File: src/rtl/piso_ctrl.sv
`default_nettype none
// ============================================================================
//  Module      : piso_ctrl
//  Description : Serializer controller. Accepts a WIDTH-bit word on a
//                valid/ready handshake, sends it LSB-first one bit per clock
//                with frame_start/frame_end markers, then holds the line idle
//                for GAP cycles. Also drives the load/shift select (sl) of an
//                external PISO datapath so both stay in lock-step.
//                Optional feature macro: PISO_CTRL_PARITY_EN appends an even
//                parity bit to every frame.
//  Revision    : 1.0 - initial release
// ============================================================================
module piso_ctrl #(
    parameter int WIDTH = 4,
    parameter int GAP   = 1
) (
    input  logic             clk,
    input  logic             rst_n,
    input  logic             in_valid,
    output logic             in_ready,
    input  logic [WIDTH-1:0] in_data,
    output logic             ser_out,
    output logic             ser_valid,
    output logic             frame_start,
    output logic             frame_end,
    output logic             busy,
    output logic             sl
);

    localparam int              CW       = $clog2(WIDTH + 1);
    localparam logic [CW-1:0]   CNT_LAST = CW'(WIDTH - 1);
    localparam logic [7:0]      GAP_LAST = 8'((GAP > 0) ? (GAP - 1) : 0);
    localparam logic            NO_GAP   = (GAP == 0);

`ifdef PISO_CTRL_PARITY_EN
    typedef enum logic [1:0] {
        ST_IDLE  = 2'd0,
        ST_SHIFT = 2'd1,
        ST_GAP   = 2'd2,
        ST_PAR   = 2'd3
    } state_t;
`else
    typedef enum logic [1:0] {
        ST_IDLE  = 2'd0,
        ST_SHIFT = 2'd1,
        ST_GAP   = 2'd2
    } state_t;
`endif

    state_t           state;
    state_t           state_nx;
    logic [WIDTH-1:0] shreg;
    logic [CW-1:0]    cnt;
    logic [7:0]       gap_cnt;
    logic             last_bit;
    logic             final_cyc;
    logic             gap_last;
    logic             hs;
`ifdef PISO_CTRL_PARITY_EN
    logic             parity;
`endif

    // Frame/gap terminal conditions and the handshake decode.
    always_comb begin
        last_bit  = (state == ST_SHIFT) && (cnt == CNT_LAST);
`ifdef PISO_CTRL_PARITY_EN
        final_cyc = (state == ST_PAR);
`else
        final_cyc = last_bit;
`endif
        gap_last  = (state == ST_GAP) && (gap_cnt == GAP_LAST);
        // Ready depends only on state and counters so sources may wait on it.
        in_ready  = (state == ST_IDLE) || (final_cyc && NO_GAP) || gap_last;
        hs        = in_valid && in_ready;
        sl        = ~hs;
    end

    // Next-state logic and serial-side outputs.
    always_comb begin
        state_nx    = state;
        ser_out     = 1'b0;
        ser_valid   = 1'b0;
        frame_start = 1'b0;
        frame_end   = final_cyc;
        busy        = (state != ST_IDLE);
        case (state)
            ST_IDLE: begin
                if (hs) state_nx = ST_SHIFT;
            end
            ST_SHIFT: begin
                ser_out     = shreg[0];
                ser_valid   = 1'b1;
                frame_start = (cnt == '0);
                if (last_bit) begin
`ifdef PISO_CTRL_PARITY_EN
                    state_nx = ST_PAR;
`else
                    if (!NO_GAP) state_nx = ST_GAP;
                    else         state_nx = hs ? ST_SHIFT : ST_IDLE;
`endif
                end
            end
`ifdef PISO_CTRL_PARITY_EN
            ST_PAR: begin
                ser_out   = parity;
                ser_valid = 1'b1;
                if (!NO_GAP) state_nx = ST_GAP;
                else         state_nx = hs ? ST_SHIFT : ST_IDLE;
            end
`endif
            ST_GAP: begin
                if (gap_last) state_nx = hs ? ST_SHIFT : ST_IDLE;
            end
            default: state_nx = ST_IDLE;
        endcase
    end

    // State register; reset abandons any frame in flight.
    always_ff @(posedge clk or negedge rst_n) begin
        if (!rst_n) state <= ST_IDLE;
        else        state <= state_nx;
    end

    // Shift register, bit counter and parity capture.
    always_ff @(posedge clk or negedge rst_n) begin
        if (!rst_n) begin
            shreg <= '0;
            cnt   <= '0;
`ifdef PISO_CTRL_PARITY_EN
            parity <= 1'b0;
`endif
        end else if (hs) begin
            shreg <= in_data;
            cnt   <= '0;
`ifdef PISO_CTRL_PARITY_EN
            parity <= ^in_data;
`endif
        end else if (state == ST_SHIFT) begin
            shreg <= {1'b0, shreg[WIDTH-1:1]};
            if (cnt != CNT_LAST) cnt <= cnt + 1'b1;
        end
    end

    // Gap counter runs only inside the gap and restarts from zero each time.
    always_ff @(posedge clk or negedge rst_n) begin
        if (!rst_n)                           gap_cnt <= '0;
        else if (state == ST_GAP && !gap_last) gap_cnt <= gap_cnt + 1'b1;
        else                                  gap_cnt <= '0;
    end

endmodule
`default_nettype wire

File: config.mk
export PLATFORM = sky130hd
export DESIGN_NAME = piso_ctrl
export DESIGN_NICKNAME = d
export VERILOG_FILES = /design/src/rtl/piso_ctrl.sv
export SDC_FILE = /design/constraint.sdc
export NUM_CORES = 1
export LEC_CHECK = 0
export ABC_AREA = 1
export ABC_CLOCK_PERIOD_IN_PS = 1700
export BUFFER_PORTS_ARGS = -buffer_cell sky130_fd_sc_hd__buf_4
export CORE_MARGIN = 1
export CORE_UTILIZATION = 52
export CTS_BUF_LIST = sky130_fd_sc_hd__clkbuf_4 sky130_fd_sc_hd__clkbuf_8
export DETAILED_ROUTE_END_ITERATION = 7
export PLACE_DENSITY = 0.89
export RECOVER_POWER = 100
export SLEW_MARGIN = 20
export SYNTH_ARGS = -nofsm -noshare
export SYNTH_HDL_FRONTEND = slang
export SYNTH_SLANG_ARGS = --single-unit
File: constraint.sdc
create_clock -name clk -period 1.7 [get_ports clk]
set_clock_uncertainty 0.2 [all_clocks]
set_input_delay 0.34 -clock clk [delete_from_list [all_inputs] [get_ports clk]]
set_output_delay 0.34 -clock clk [all_outputs]
set_load 0.005 [all_outputs]
==> impl_results.md <==
* Worst-margin pin slew at between 0.9 and 1 ns
* Vias at ~870
* I/O Buffers at 13
* ANT cells at 0
* Violated checks: negative setup slack
* Max incr delay on CP at between 0.4 and 0.5 ns
* Commonest cells in the netlist: 29 x nand2_1, 18 x inv_1, 17 x dfrtp_1, 12 x nand3_1, 10 x nor2_1
* Slowest CP cell: dfrtp_1
* Crit Path Class: flip-flop to output pin
* P&R area growth vs syn at 35.6%
* GRT overflow at 0
* Clock Tree Root: clkbuf_4
* Height of the chip at 44.6 µm
* Ranking of synthesized cells by area: dfrtp_1 45%, nand2_1 12%, inv_1 7.2%, ha_1 6.6%, nand3_1 6.4%
* Period minus WS final at 2.04 ns
* Drt via density at approximately 5.1
* Count leader, synth: nand2_1
* Num CTS Buffers at 3
* Routed WL per cell at 13.5 µm
* Combinational Power Share at 51.3%
* Post-DP Area at between 1000 and 1500 µm²
* HPWL Detailed at between 1000 and 1500 µm
* Flop pwr share at between 30% and 40%
* Startpoint types: flip-flop
* DRC viols at 0
* CP Buf/Inv Count at 2
* EDFF count, synth at 0
* Pwr/cell area at roughly 1300 nW/µm²
* Synth Instances at 116
* R2R setup slack at -0.09 ns
* H-tree levels at 1
* Primary FF master, synth: dfrtp_1
* Syn_nets at 128
* Worst slack, placed at -0.0576 ns
* CTS clk-pin slew, worst paths at 0.12 ns
* Yosys reg bits at 17
* Initial antenna violation count at 0
* # clock sinks at 17
* Wirelength, routed at 2300 µm
* P_sw at a little over 0.7 mW
* Fin area at 1280 µm²
* Vias in the first global route at 811
* Core region area at 1710 µm²
* Pleak at approximately 0.64 nW
* Synth top area share at 45.2%
* Worst Path Arrival at about 1.5 ns
* Cell chain of the critical path: inv_1 -> ha_1 -> nand2_1 -> nor2_2 -> nand2_2 -> a21oi_2 -> buf_4
* Internal Power at 1.00 mW
* Core Rows at 15
* Register area share after synthesis at 45.2%
* Clock Path Buffers at 2
* Setup TNS Final at -1.44 ns
* Endpoints failing setup at 13
* Post-synth top area cell: dfrtp_1
* Crit path max fanout at 3
* Data required, critical path at between 1 and 1.5 ns
* DIE AREA at 1990 µm²
* Total track usage at 23.5%
* Initial Utilization at 55.2%
* Initial DRT Pass Iterations at 4
* Antenna viol nets, final at 0
* Outcome: finished with violations
* Clk pwr share at 14.0%
* Peak supply drop at between 0.0009 and 0.001 V
* Async set-reset flop share out of synthesis at between 90% and 100%
* Final hold violation count at 0
* Delay-heaviest family, CP: flip-flops
* Synth cell types at 21
* Max Slew Vio Count at 0
* I/O pins at 14
* Post-route setup slack at -0.339 ns
* Gpl congestion at between 0.8 and 0.9
* First-pass GRT wire length at 3350 µm
* Worst hold start: in_data[3]
* Final net count at 158
* Sw frac at around two fifths
* Layout cell share with drive strength beyond 1 at between 30 and 40%
* Worst r2r src: gap_cnt[1]
* Worst min path class: input pin to flip-flop
* RSZ-0062 raised after global routing: yes
* Ys Warns at 0
* Max-slew headroom at 39.1%
* MaxCap Viol Count at 0
* Syn Area/Cell at 8.12 µm²
* Clock Latency Late Sink at between 0.3 and 0.4 ns
* Synthesized area at 942 µm²
* Starting DRT DRC Count at 26
* Largest net degree at the start of global routing at 18
* Die W at 44.6 µm
* CTS tree: built
* Setup crit start: gap_cnt[1]
* Crit share post-route at 120%
* Crit end category: output pin
* Max Clk Rate at 491 MHz
==> logic make-up after synthesis <==
| kind of cell | Yosys count | share of synthesized area [%] |
|---|---|---|
| buffers and inverters | 21 | 9.16 |
| and+or+nand+nor | 67 | 35.6 |
| DFF | 17 | 45.2 |
| adders and majority gates | 5 | 6.64 |
| AOI/OAI and AO/OA | 6 | 3.45 |
==> state kept, by name, summed over array words and instances, names as in the netlist <==
name / flops
cnt: 3
shreg: 4
gap_cnt: 8
state: 2
==> worst register-to-register path, cell delays in order, from the launching register on <==
cell	delay, ns
dfrtp_1	0.41
inv_1	0.07
ha_1	0.14
nand2_1	0.08
nor2_2	0.10
nand2_2	0.10
buf_4	0.15
buf_4	0.13
nand3_2	0.18
o21ai_0	0.12
==> metal layers <==
| metal | up-vias | global-route usage [%] | share of wire, % |
|---|---|---|---|
| met5 | - | 0 | 0 |
| met4 | 0 | 9.70 | 2.4 |
| met3 | 6 | 3.67 | 4.4 |
| met2 | 26 | 43.8 | 53 |
| met1 | 405 | 26.3 | 40 |
| li1 | 429 | - | - |
==> area by class of cell <==
| class | instances | area (µm²) |
|---|---|---|
| Tap cell | 25 | 31.3 |
| Fill cell | 112 | 430 |
| Multi-Input combinational cell | 78 | 502 |
| Clock buffer | 3 | 22.5 |
| Inverter | 20 | 85.1 |
| Clock inverter | 1 | 7.51 |
| Timing Repair Buffer | 26 | 201 |
| Sequential cell | 17 | 428 |
==> final timing paths <==
path,end,depth (start not counted)
min in group asynchronous,gap_cnt[5],2
hold reg to reg,cnt[2],2
hold / removal,shreg[3],3
setup reg to reg,state[1],9
max in group asynchronous,state[1],2
setup / recovery,in_ready,7
==> metrics by stage <==
step,utilization [%],instances,hold WS (ns),power [mW]
floorplan,-,116,-0.156,0.968
global placement,62.9,155,0.00945,1.16
detailed placement,62.9,155,0.0126,1.20
CTS,71.7,168,0.0780,1.61
global route,74.8,170,0.0944,1.82
finish,74.8,170,0.0727,1.71
==> power groups by stage <==
stage	Combinational, mW	Clock, mW	Sequential [mW]
after floorplan	0.410	0	0.558
after detailed placement	0.623	0	0.581
after global placement	0.591	0	0.567
after CTS	0.801	0.234	0.572
final	0.876	0.240	0.593
after global routing	0.976	0.246	0.601
==> cells in the final DEF, fill, tap and decap left out, drive strengths merged <==
master | synthesis | routed
nand2 | 32 | 32
buf | 1 | 24
inv | 20 | 20
dfrtp | 17 | 17
nand3 | 14 | 14
nor2 | 12 | 12
ha | 5 | 5
clkbuf | 0 | 4
nor3b | 4 | 4
nand4 | 3 | 3
a21oi | 3 | 3
o21ai | 2 | 2
nor3 | 1 | 1
o21bai | 1 | 1
or2 | 1 | 1
clkinvlp | 0 | 1
dlygate4sd3 | 0 | 1
==> timing repair <==
action | 4_1_cts | 5_1_grt
endpoints found under the setup margin | 7 | 20
pin swaps | 5 | 8
endpoints found under the hold margin | 17 | 0
gates resized for setup | 17 | 13
hold buffers | 1 | 0
setup buffers | 8 | 2
Power figures use the tool's default switching activity.
